[src/rtl/lut_ram_ctrl_pkg.sv]
// lut_ram_ctrl_pkg: shared types and helpers for the lut_ram write controller
// Contents:
//   ctrl_state_t - controller state (INIT sweep / RUN arbitration)
//   wr_req_t     - write request {addr, data} at the default RAM geometry
//   addr_bits()  - address width for a depth, at least 1 bit
package lut_ram_ctrl_pkg;

    typedef enum logic {INIT, RUN} ctrl_state_t;

    localparam int REQ_WIDTH = 32;
    localparam int REQ_DEPTH = 32;
    localparam int REQ_AW    = $clog2(REQ_DEPTH);

    typedef struct packed {
        logic [REQ_AW-1:0]    addr;
        logic [REQ_WIDTH-1:0] data;
    } wr_req_t;

    function automatic int addr_bits(input int depth);
        return depth > 1 ? $clog2(depth) : 1;
    endfunction

endpackage

[src/rtl/lut_ram_write_arb.sv]
// lut_ram_write_arb: N-way one-hot arbiter, search starts just after i_last
// Ports:
//   i_req   - request vector
//   i_last  - index granted last; tie to N-1 for lowest-index-first priority
//   o_grant - one-hot grant (all zero when no request)
module lut_ram_write_arb #(
    parameter int N = 2,
    localparam int PW = N > 1 ? $clog2(N) : 1
) (
    input  logic [N-1:0]  i_req,
    input  logic [PW-1:0] i_last,
    output logic [N-1:0]  o_grant
);

    logic [PW-1:0] w_idx;

    // Walk from the farthest candidate back to the nearest so the nearest
    // requester after i_last is the last assignment and therefore wins.
    always_comb begin
        o_grant = '0;
        w_idx   = '0;
        for (int k = N; k >= 1; k--) begin
            w_idx = PW'((int'(i_last) + k) % N);
            if (i_req[w_idx]) begin
                o_grant        = '0;
                o_grant[w_idx] = 1'b1;
            end
        end
    end

endmodule

[src/rtl/lut_ram_write_ctrl.sv]
// lut_ram_write_ctrl: init sweep plus arbitrated, one-deep registered write port for lut_ram
// Optional build macro: LUT_RAM_WRITE_CTRL_RR_EN selects round-robin arbitration
// (fixed priority, lowest index first, when undefined).
// Ports:
//   clk, rst_n          - clock, asynchronous active-low reset
//   init_req            - pulse requesting a re-initialisation sweep
//   init_done           - sweep complete, client writes accepted
//   wr_valid/addr/data  - per-client write requests
//   wr_ready            - per-client accept (combinational, at most one high)
//   ram_write/waddr/wdata - lut_ram write port
//   pend_valid/addr     - client write currently on the RAM port, for read forwarding
module lut_ram_write_ctrl
    import lut_ram_ctrl_pkg::*;
#(
    parameter int WIDTH       = 32,
    parameter int DEPTH       = 32,
    parameter int NUM_WRITERS = 2,
    parameter logic [WIDTH-1:0] INIT_VALUE = '0,
    localparam int AW = addr_bits(DEPTH)
) (
    input  logic                                  clk,
    input  logic                                  rst_n,
    input  logic                                  init_req,
    output logic                                  init_done,
    input  logic [NUM_WRITERS-1:0]                wr_valid,
    input  logic [NUM_WRITERS-1:0][AW-1:0]        wr_addr,
    input  logic [NUM_WRITERS-1:0][WIDTH-1:0]     wr_data,
    output logic [NUM_WRITERS-1:0]                wr_ready,
    output logic                                  ram_write,
    output logic [AW-1:0]                         ram_waddr,
    output logic [WIDTH-1:0]                      ram_wdata,
    output logic                                  pend_valid,
    output logic [AW-1:0]                         pend_addr
);

    localparam int PW = NUM_WRITERS > 1 ? $clog2(NUM_WRITERS) : 1;
    localparam logic [AW-1:0] LAST = AW'(DEPTH - 1);

    typedef struct packed {
        logic [AW-1:0]    addr;
        logic [WIDTH-1:0] data;
    } stage_req_t;

    ctrl_state_t r_state;
    logic [AW-1:0] r_cnt, r_waddr, w_next_cnt;
    logic [WIDTH-1:0] r_wdata;
    logic r_write, r_done, r_pend, w_accept;
    logic [NUM_WRITERS-1:0] w_grant, w_ready;
    logic [PW-1:0] w_last;
    stage_req_t w_req;

    lut_ram_write_arb #(.N(NUM_WRITERS)) u_arb (
        .i_req   (wr_valid),
        .i_last  (w_last),
        .o_grant (w_grant)
    );

    // init_done is only high in RUN, so it doubles as the accept enable.
    assign w_ready  = (r_done && !init_req) ? w_grant : '0;
    assign w_accept = |w_ready;

    always_comb begin
        w_req = '0;
        for (int i = 0; i < NUM_WRITERS; i++)
            if (w_grant[i]) w_req = '{addr: wr_addr[i], data: wr_data[i]};
    end

`ifdef LUT_RAM_WRITE_CTRL_RR_EN
    logic [PW-1:0] r_last, w_gidx;

    always_comb begin
        w_gidx = r_last;
        for (int i = 0; i < NUM_WRITERS; i++)
            if (w_grant[i]) w_gidx = PW'(i);
    end

    always_ff @(posedge clk or negedge rst_n) begin
        if (!rst_n)
            r_last <= '0;
        else if (w_accept)
            r_last <= w_gidx;
    end

    assign w_last = r_last;
`else
    assign w_last = PW'(NUM_WRITERS - 1);
`endif

    // r_write low in INIT means the sweep has not emitted address 0 yet.
    assign w_next_cnt = r_write ? r_cnt + 1'b1 : r_cnt;

    always_ff @(posedge clk or negedge rst_n) begin
        if (!rst_n) begin
            r_state <= INIT;
            r_cnt   <= '0;
            r_write <= 1'b0;
            r_waddr <= '0;
            r_wdata <= '0;
            r_done  <= 1'b0;
            r_pend  <= 1'b0;
        end else if (r_state == INIT) begin
            if (r_write && r_cnt == LAST) begin
                r_state <= RUN;
                r_done  <= 1'b1;
                r_write <= 1'b0;
                r_cnt   <= '0;
            end else begin
                r_write <= 1'b1;
                r_waddr <= w_next_cnt;
                r_wdata <= INIT_VALUE;
                r_cnt   <= w_next_cnt;
            end
        end else if (init_req) begin
            // Any client write on the port this cycle completes at this edge,
            // so the sweep can put address 0 on the port immediately.
            r_state <= INIT;
            r_done  <= 1'b0;
            r_pend  <= 1'b0;
            r_write <= 1'b1;
            r_cnt   <= '0;
            r_waddr <= '0;
            r_wdata <= INIT_VALUE;
        end else begin
            r_write <= w_accept;
            r_pend  <= w_accept;
            if (w_accept) begin
                r_waddr <= w_req.addr;
                r_wdata <= w_req.data;
            end
        end
    end

    assign init_done  = r_done;
    assign wr_ready   = w_ready;
    assign ram_write  = r_write;
    assign ram_waddr  = r_waddr;
    assign ram_wdata  = r_wdata;
    assign pend_valid = r_pend;
    assign pend_addr  = r_waddr;

endmodule
[config.mk]
export PLATFORM = sky130hd
export DESIGN_NAME = lut_ram_write_ctrl
export DESIGN_NICKNAME = d
export VERILOG_FILES = /design/src/rtl/lut_ram_ctrl_pkg.sv /design/src/rtl/lut_ram_write_arb.sv /design/src/rtl/lut_ram_write_ctrl.sv
export SDC_FILE = /design/constraint.sdc
export NUM_CORES = 1
export LEC_CHECK = 0
export BUFFER_PORTS_ARGS = -buffer_cell sky130_fd_sc_hd__buf_2
export CAP_MARGIN = 20
export CORE_AREA = 2 2 75 77
export DETAILED_ROUTE_END_ITERATION = 7
export DIE_AREA = 0 0 77 79
export GPL_TIMING_DRIVEN = 0
export PLACE_DENSITY_LB_ADDON = 0.3
export SLEW_MARGIN = 10
export SYNTH_ARGS = -nofsm -noshare
export SYNTH_HDL_FRONTEND = slang
export SYNTH_SLANG_ARGS = --single-unit
export TNS_END_PERCENT = 100
[constraint.sdc]
create_clock -name clk -period 2.8 [get_ports clk]
set_input_delay 0.7 -clock clk [delete_from_list [all_inputs] [get_ports clk]]
set_output_delay 0.7 -clock clk [all_outputs]
set_load 0.005 [all_outputs]
# --- Word-level counts from Yosys, hierarchy flattened ---
# Index checks and enable logic that the tools add are counted.
word_totals:
  elab_cells: 46
  ff_bits: 46
  in_bits: 79
op_classes:
  addsub: 1
  n_eq_ne: 4
  mux: 27
  n_reduce_logical: 7
ops:
  columns: ["cell", "count"]
  rows:
  - ["$mux 32", 4]
  - ["$mux 37", 2]
  - ["$mux 5", 8]
  - ["$mux 1", 10]
  - ["$mux 2", 3]
  - ["$add 5x1->5 const B", 1]
  - ["$eq 5x5->1 const B", 1]
  - ["$ne 2x2->1 const B", 2]
  - ["$reduce_and 2->1", 2]
  - ["$ne 3x2->1 const B", 1]
  - ["$logic_and 1x1->1", 2]
  - ["$reduce_bool 2->1", 1]
  - ["$reduce_or 2->1", 1]
  - ["$logic_not 1->1", 1]

# --- Logic depth before layout (Yosys ltp) ---
# Gate-level depths: netlist (run 1).
logic_depth:
  depth_word: 7
  mapped_depth: 9
  depth_no_buf: 8

# --- Modules after synthesis ---
# A second synthesis (run 1) with hierarchy kept.
unflattened:
  cells_unflattened: 235
  area_unflattened_um2: 2298.5
by_module_without_submodules:
  columns: ["module", "instances", "seq_area_each_um2", "cells_each", "area_per_inst_um2"]
  rows:
  - ["lut_ram_write_ctrl", 1, 1151.1, 232, 2279.7]
  - ["lut_ram_write_arb", 1, 0.0, 3, 18.8]

# --- Worst setup path after synthesis (run 1) ---
# No wires, ideal clock.
synth_path:
  path_type: "input to output"
  startpoint: "input port wr_valid[1]"
  endpoint: "output port wr_ready[1]"
  arrival_ns: 1.439
  path_buffers: 2
  required_time_ns: 2.100
  setup_slack_ns: 0.661
  path_stages: 4
  path_cell_list: "nor2b_1 buf_2 buf_2 nor3b_1"
synth_between:
  elab_chain_cells: 3
synth_rtl:
  columns: ["item", "line_no", "source"]
  rows:
  - ["start, declared", "lut_ram_write_ctrl.sv:25", "input logic [NUM_WRITERS-1:0] wr_valid,"]
  - ["$mux 2 (2 in series)", "lut_ram_write_arb.sv:24", "if (i_req[w_idx]) begin"]
  - ["$mux 2", "lut_ram_write_ctrl.sv:59", "assign w_ready = (r_done && !init_req) ? w_grant : '0;"]
  - ["end, declared", "lut_ram_write_ctrl.sv:28", "output logic [NUM_WRITERS-1:0] wr_ready,"]
# No other way between the ends.

# --- Final worst setup path (run 1) ---
# Ends and elaborated chain as after synthesis.

==> results of run 1 <==
==> critical path, stage by stage <==
cell and delay, ps:
buf_2 110, nor2b_1 160, buf_2 250, buf_2 250, nor3b_1 210, buf_2 140
==> synth_stat cells (2+ instances only) <==
cell type | n | share of area (%)
mux2i_1 | 2 | 0.90
nor3b_1 | 3 | 1.0
mux2_4 | 5 | 3.4
o2bb2ai_1 | 32 | 13
o22ai_1 | 6 | 1.7
xor2_1 | 2 | 0.79
nand2b_1 | 2 | 0.56
nand2_1 | 4 | 0.67
a22o_1 | 2 | 0.79
clkbuf_1 | 7 | 1.2
a21oi_1 | 2 | 0.45
buf_4 | 9 | 3.0
buf_2 | 5 | 1.1
nor2_1 | 2 | 0.34
o21ai_0 | 5 | 1.1
inv_1 | 4 | 0.67
ha_1 | 2 | 1.1
a22oi_1 | 37 | 12
dfrtp_1 | 46 | 52
==> area by class of cell <==
class	instances	area (µm²)	share of cell area [%]
buffer	22	123	4.00
clock buffer	5	68.8	2.25
clock inverter	3	28.8	0.940
inverter	5	21.3	0.695
multi-input combinational	116	933	30.5
sequential	46	1150	37.6
tap	72	90.1	2.94
timing repair buffer	126	646	21.1
==> per-layer routing <==
metal	part of all wire [%]	up-vias	GRT usage (%)
li1	-	1005	-
met1	47	961	27.0
met2	45	98	29.6
met3	7.9	2	5.00
met4	0.54	0	5.36
met5	0	-	0
==> power by group through the flow <==
stage | registers, mW | logic, mW | clock network, mW
after floorplan | 0.853 | 0.461 | 0
after global placement | 0.860 | 0.681 | 0
after detailed placement | 0.862 | 0.701 | 0
after CTS | 0.850 | 0.703 | 0.450
after global routing | 0.862 | 0.773 | 0.485
final | 0.850 | 0.700 | 0.433
==> logic make-up (layout without fill, tap and decap cells) <==
logic type	after synthesis	after routing	synth area share, %
compound gates	87	87	30.7
xor+xnor	3	3	1.18
fa+ha+maj	2	2	1.12
buf+inv	27	161	6.46
flops	46	46	51.7
mux	8	8	4.77
simple gates	16	16	4.16
==> state kept, by name (all words and copies together) (netlist names) <==
signal,count
r_cnt,5
init_done,1
pend_addr,5
ram_wdata,32
ram_write,1
pend_valid,1
r_state,1
==> how the worst min path moves through the flow <==
stage / from / endpoint / slack [ps] / cells after the start
after global placement: ram_wdata[5] / ram_wdata[5] / 470 / 1
after CTS: ram_wdata[30] / ram_wdata[30] / 500 / 1
final: rst_n / ram_wdata[2] / 320 / 1
after global routing: rst_n / ram_wdata[12] / 340 / 1
after floorplan: rst_n / init_done / 400 / 0
after detailed placement: ram_wdata[12] / ram_wdata[12] / 470 / 1
==> cell usage in the layout (no fill, tap or decap) <==
| master | count |
|---|---|
| buf_2 | 130 |
| dfrtp_1 | 46 |
| a22oi_1 | 37 |
| o2bb2ai_1 | 32 |
| buf_4 | 9 |
| clkbuf_1 | 7 |
| o22ai_1 | 6 |
| mux2_4 | 5 |
| o21ai_0 | 5 |
| clkbuf_8 | 5 |
| inv_1 | 4 |
| nand2_1 | 4 |
| nor3b_1 | 3 |
| nand2b_1 | 2 |
| xor2_1 | 2 |
| mux2i_1 | 2 |
| a21oi_1 | 2 |
| nor2_1 | 2 |
| a22o_1 | 2 |
| ha_1 | 2 |
| and3_1 | 1 |
| nor2b_1 | 1 |
| o21ai_1 | 1 |
| and2b_4 | 1 |
| o211ai_4 | 1 |
| and2_1 | 1 |
| inv_4 | 1 |
| xnor2_1 | 1 |
| buf_1 | 1 |
| a2bb2oi_1 | 1 |
| nand4_1 | 1 |
| mux2_2 | 1 |
| inv_8 | 1 |
| clkinv_4 | 1 |
| inv_6 | 1 |
| buf_12 | 1 |
==> metrics by stage <==
stage                     instances  total power, mW
after floorplan                 189             1.31
after global placement          386             1.54
after detailed placement        386             1.56
after CTS                       394             2.00
after global routing            395             2.12
final                           395             1.98
==> impl_metrics.env, run 1 <==
export IMPL_outcome="finished clean"
export IMPL_syn_inst=189
export IMPL_ios=126
export IMPL_clk_pin_slew_worst_paths_ps=100
export IMPL_portBuffers=125
export IMPL_hp_class="in2async"
export IMPL_syn_nets=270
export IMPL_p_switching_uw=626
export IMPL_power_frac_seq_pct=42.9
export IMPL_reg2reg_from="r_cnt[0]"
export IMPL_cp_end_kind="output port"
export IMPL_path_max_fanout=10
export IMPL_clk_path_buf_depth=2
export IMPL_crit_required_ps=2100
export IMPL_ff2ff_path_depth=9
export IMPL_grt_max_degree=47
export IMPL_skew_ps=13.7
export IMPL_die_area_mm2=0.00608
export IMPL_syn_area_mm2=0.00223
export IMPL_max_freq_ghz=0.395
export IMPL_yosysSeqAreaShare_pct=51.7
export IMPL_placed_area_mm2=0.00294
export IMPL_gr_total_overflow=0
export IMPL_hold_violations=0
export IMPL_drc=0
export IMPL_via_per_inst=5.23
export IMPL_drt_iter0_drc=104
export IMPL_ys_warn_count=0
export IMPL_maxSlewViolCount=0
export IMPL_vias=2066
export IMPL_holdBufCountCts=0
export IMPL_cts_tree="yes"
export IMPL_endpoint="wr_ready[1]"
export IMPL_cp_arrival_ps=1830
export IMPL_wl_mm=5.79
export IMPL_finalNetCount=403
export IMPL_cap_violations=0
export IMPL_wl_per_cell_um=14.6
export IMPL_period_share_pct=90.5
export IMPL_cts_resized_gates=0
export IMPL_antenna_found_initial=0
export IMPL_root_buffer="clkbuf_8"
export IMPL_timing_hold_ws_ps=324
export IMPL_grt_pass1_wl_mm=9.32
export IMPL_period_needed_ps=2530
export IMPL_rrSetupSlack_ps=670
export IMPL_final_area_mm2=0.00306
export IMPL_async_flop_share_pct=100
export IMPL_synth_edf_count=0
export IMPL_r2r_end="pend_addr[3]"
export IMPL_utilization_pct=57.4
export IMPL_clkLatencyLatePin_ps=310
export IMPL_cts_max_level=2
export IMPL_slew_limit_headroom_pct=69.8
export IMPL_initial_core_util_pct=41.7
export IMPL_place_congestion=0.744
export IMPL_switching_share_pct=31.6
export IMPL_postCtsSetupBuffers=0
export IMPL_core_area_mm2=0.00534
export IMPL_synth_seq_cells=46
export IMPL_internal_power_mw=1.36
export IMPL_finalSetupViolCount=0
export IMPL_combPwrFrac_pct=35.3
export IMPL_dr_pass1_iters=4
export IMPL_antenna_left=0
export IMPL_num_rows=27
export IMPL_rsz0062_at_grt="no"
export IMPL_startpoint_type="input port"
export IMPL_cts_inserted_buffers=5
export IMPL_grt_use_total_pct=19.2
export IMPL_yosysUniqueCellTypes=31
export IMPL_first_global_vias=1933
export IMPL_syn_area_per_cell_um2=11.8
export IMPL_setup_ws_ps=265
export IMPL_num_antenna_cells=0
export IMPL_worst_pin_slew_ps=453
export IMPL_power_per_cell_area_mw_per_mm2=647
export IMPL_finalSetupTns_ps=0
export IMPL_path_class="in2out"
export IMPL_clkPwrFrac_pct=21.9
export IMPL_fillers=474
export IMPL_ys_flop_type="dfrtp_1"
export IMPL_fp_dieW_um=77
export IMPL_irDropWorstVdd_mv=0.324
export IMPL_drive_gt1_share_pct=48.6
export IMPL_timing_critical_path_from="wr_valid[1]"
export IMPL_place_ws_ps=267
export IMPL_cts_sinks=46
export IMPL_areaGrowthSynthToFinish_pct=37.4
export IMPL_die_h_um=79
export IMPL_dp_hpwl_mm=4.21
export IMPL_leakage_nw=1.60
No activity file was read; power rests on OpenSTA's default activity.
==> inputs of run 2 (changes only) <==
MAX_ROUTING_LAYER = met4   (was default)
==> run 2 against run 1 <==
Combinational power hardly changed. Sequential power hardly changed. Fmax hardly changed. Non-clock buffer count stayed put. Highest routed layer unchanged.
==> impl_metrics.env, run 2 (synthesis results as in run 1) <==
export IMPL_outcome="finished clean"
export IMPL_antenna_found_initial=0
export IMPL_internal_power_mw=1.36
export IMPL_startpoint_type="input port"
export IMPL_final_area_mm2=0.00306
export IMPL_root_buffer="clkbuf_8"
export IMPL_dr_pass1_iters=4
export IMPL_worst_pin_slew_ps=446
export IMPL_combPwrFrac_pct=35.2
export IMPL_switching_share_pct=31.6
export IMPL_totalPowerFinal_mw=1.98
export IMPL_cap_violations=0
export IMPL_postCtsSetupBuffers=0
export IMPL_portBuffers=125
export IMPL_hold_violations=0
export IMPL_p_switching_uw=626
export IMPL_clkLatencyLatePin_ps=310
export IMPL_wl_mm=5.78
export IMPL_path_class="in2out"
export IMPL_gr_total_overflow=0
export IMPL_maxSlewViolCount=0
export IMPL_vias=2061
export IMPL_dp_cells=386
export IMPL_cp_arrival_ps=1830
export IMPL_power_per_cell_area_mw_per_mm2=648
export IMPL_fp_dieW_um=77
export IMPL_core_area_mm2=0.00534
export IMPL_clkPwrFrac_pct=21.9
export IMPL_largest_reg_flops=32
export IMPL_finalSetupViolCount=0
export IMPL_holdBufCountCts=0
export IMPL_leakage_nw=1.60
export IMPL_dp_hpwl_mm=4.21
export IMPL_max_freq_ghz=0.395
export IMPL_utilization_pct=57.4
export IMPL_grt_max_degree=47
export IMPL_rsz0062_at_grt="no"
export IMPL_crit_slowest_cell="buf_2"
export IMPL_drt_iter0_drc=99
export IMPL_slew_limit_headroom_pct=70.3
export IMPL_cts_resized_gates=0
export IMPL_areaGrowthSynthToFinish_pct=37.4
export IMPL_irDropWorstVdd_mv=0.325
export IMPL_cts_sinks=46
export IMPL_num_rows=27
export IMPL_path_max_fanout=10
export IMPL_ios=126
export IMPL_cp_end_kind="output port"
export IMPL_final_common_cell="buf_2"
export IMPL_drc=0
export IMPL_cts_tree="yes"
export IMPL_first_global_vias=1926
export IMPL_via_per_inst=5.22
export IMPL_drive_gt1_share_pct=48.6
export IMPL_place_congestion=0.753
export IMPL_num_antenna_cells=0
export IMPL_initial_core_util_pct=41.7
export IMPL_critPathMaxStageDelay_ps=250
export IMPL_wl_per_cell_um=14.6
export IMPL_antenna_left=0
export IMPL_cts_max_level=2
export IMPL_die_h_um=79
export IMPL_period_needed_ps=2530
export IMPL_clk_path_buf_depth=2
export IMPL_crit_required_ps=2100
export IMPL_fillers=474
export IMPL_cp_top_family="buffers and inverters"
export IMPL_finalNetCount=403
export IMPL_power_frac_seq_pct=42.9
export IMPL_period_share_pct=90.5
export IMPL_layout_common_cells="buf_2, dfrtp_1, a22oi_1, o2bb2ai_1, buf_4"
export IMPL_skew_ps=14.0
export IMPL_die_area_mm2=0.00608
export IMPL_clk_pin_slew_worst_paths_ps=100
export IMPL_finalSetupTns_ps=0
export IMPL_cts_inserted_buffers=5
export IMPL_crit_path_cell_trace="buf_2 > nor2b_1 > buf_2 > buf_2 > nor3b_1 > buf_2"
export IMPL_final_cells=395
export IMPL_grt_pass1_wl_mm=9.32
export IMPL_hp_class="in2async"
export IMPL_crit_top_cell="buf_2"
export IMPL_grt_use_total_pct=19.8
export IMPL_placed_area_mm2=0.00294
export IMPL_crit_buf_inv=4
run 2: worst paths after layout:
path | start | to | slack, ps | cells after the start
setup / recovery | wr_valid[1] | wr_ready[1] | 270 | 6
hold / removal | rst_n | ram_wdata[2] | 320 | 1
setup reg to reg | r_cnt[0] | pend_addr[3] | 680 | 9
hold reg to reg | ram_wdata[11] | ram_wdata[11] | 490 | 1
max in group asynchronous | rst_n | ram_wdata[29] | 1970 | 2
min in group clk | ram_wdata[11] | ram_wdata[11] | 490 | 1
run 2: area by class of cell:
type                    count  area, µm²  area share [%]
repair buffers            126        646            21.1
multi-input cells         116        933            30.5
flip-flops and latches     46       1150            37.6
clock inverters             3       28.8           0.940
clock buffers               5       68.8            2.25
well taps                  72       90.1            2.94
inverters                   5       21.3           0.695
plain buffers              22        123            4.00
run 2: metrics by stage:
stage          setup slack (ps)  hold WS [ps]
2_1_floorplan               661           404
3_3_place_gp                287           467
3_5_place_dp                267           470
4_1_cts                     265           498
5_1_grt                     104           333
6_report                    266           320
run 2: routing by layer:
metal,wire length (µm),track usage [%],up-vias
met1,2700,27.1,953
met5,0,-,-
met2,2590,29.6,102
li1,-,-,1001
met3,436,5.00,5
met4,55,5.36,0
run 2: worst register-to-register path: cells and delay by family (launching register included):
kind,cells,cell delay (ps)
fa+ha+maj,2,470
simple gates,3,450
flops,1,440
mux,1,310
buf+inv,2,270
compound gates,1,80
run 2: power by group through the flow:
stage	Sequential, mW	Combinational (mW)	Clock [mW]
floorplan	0.853	0.461	0
global placement	0.860	0.681	0
detailed placement	0.862	0.701	0
CTS	0.850	0.703	0.450
global route	0.862	0.773	0.485
finish	0.850	0.699	0.435
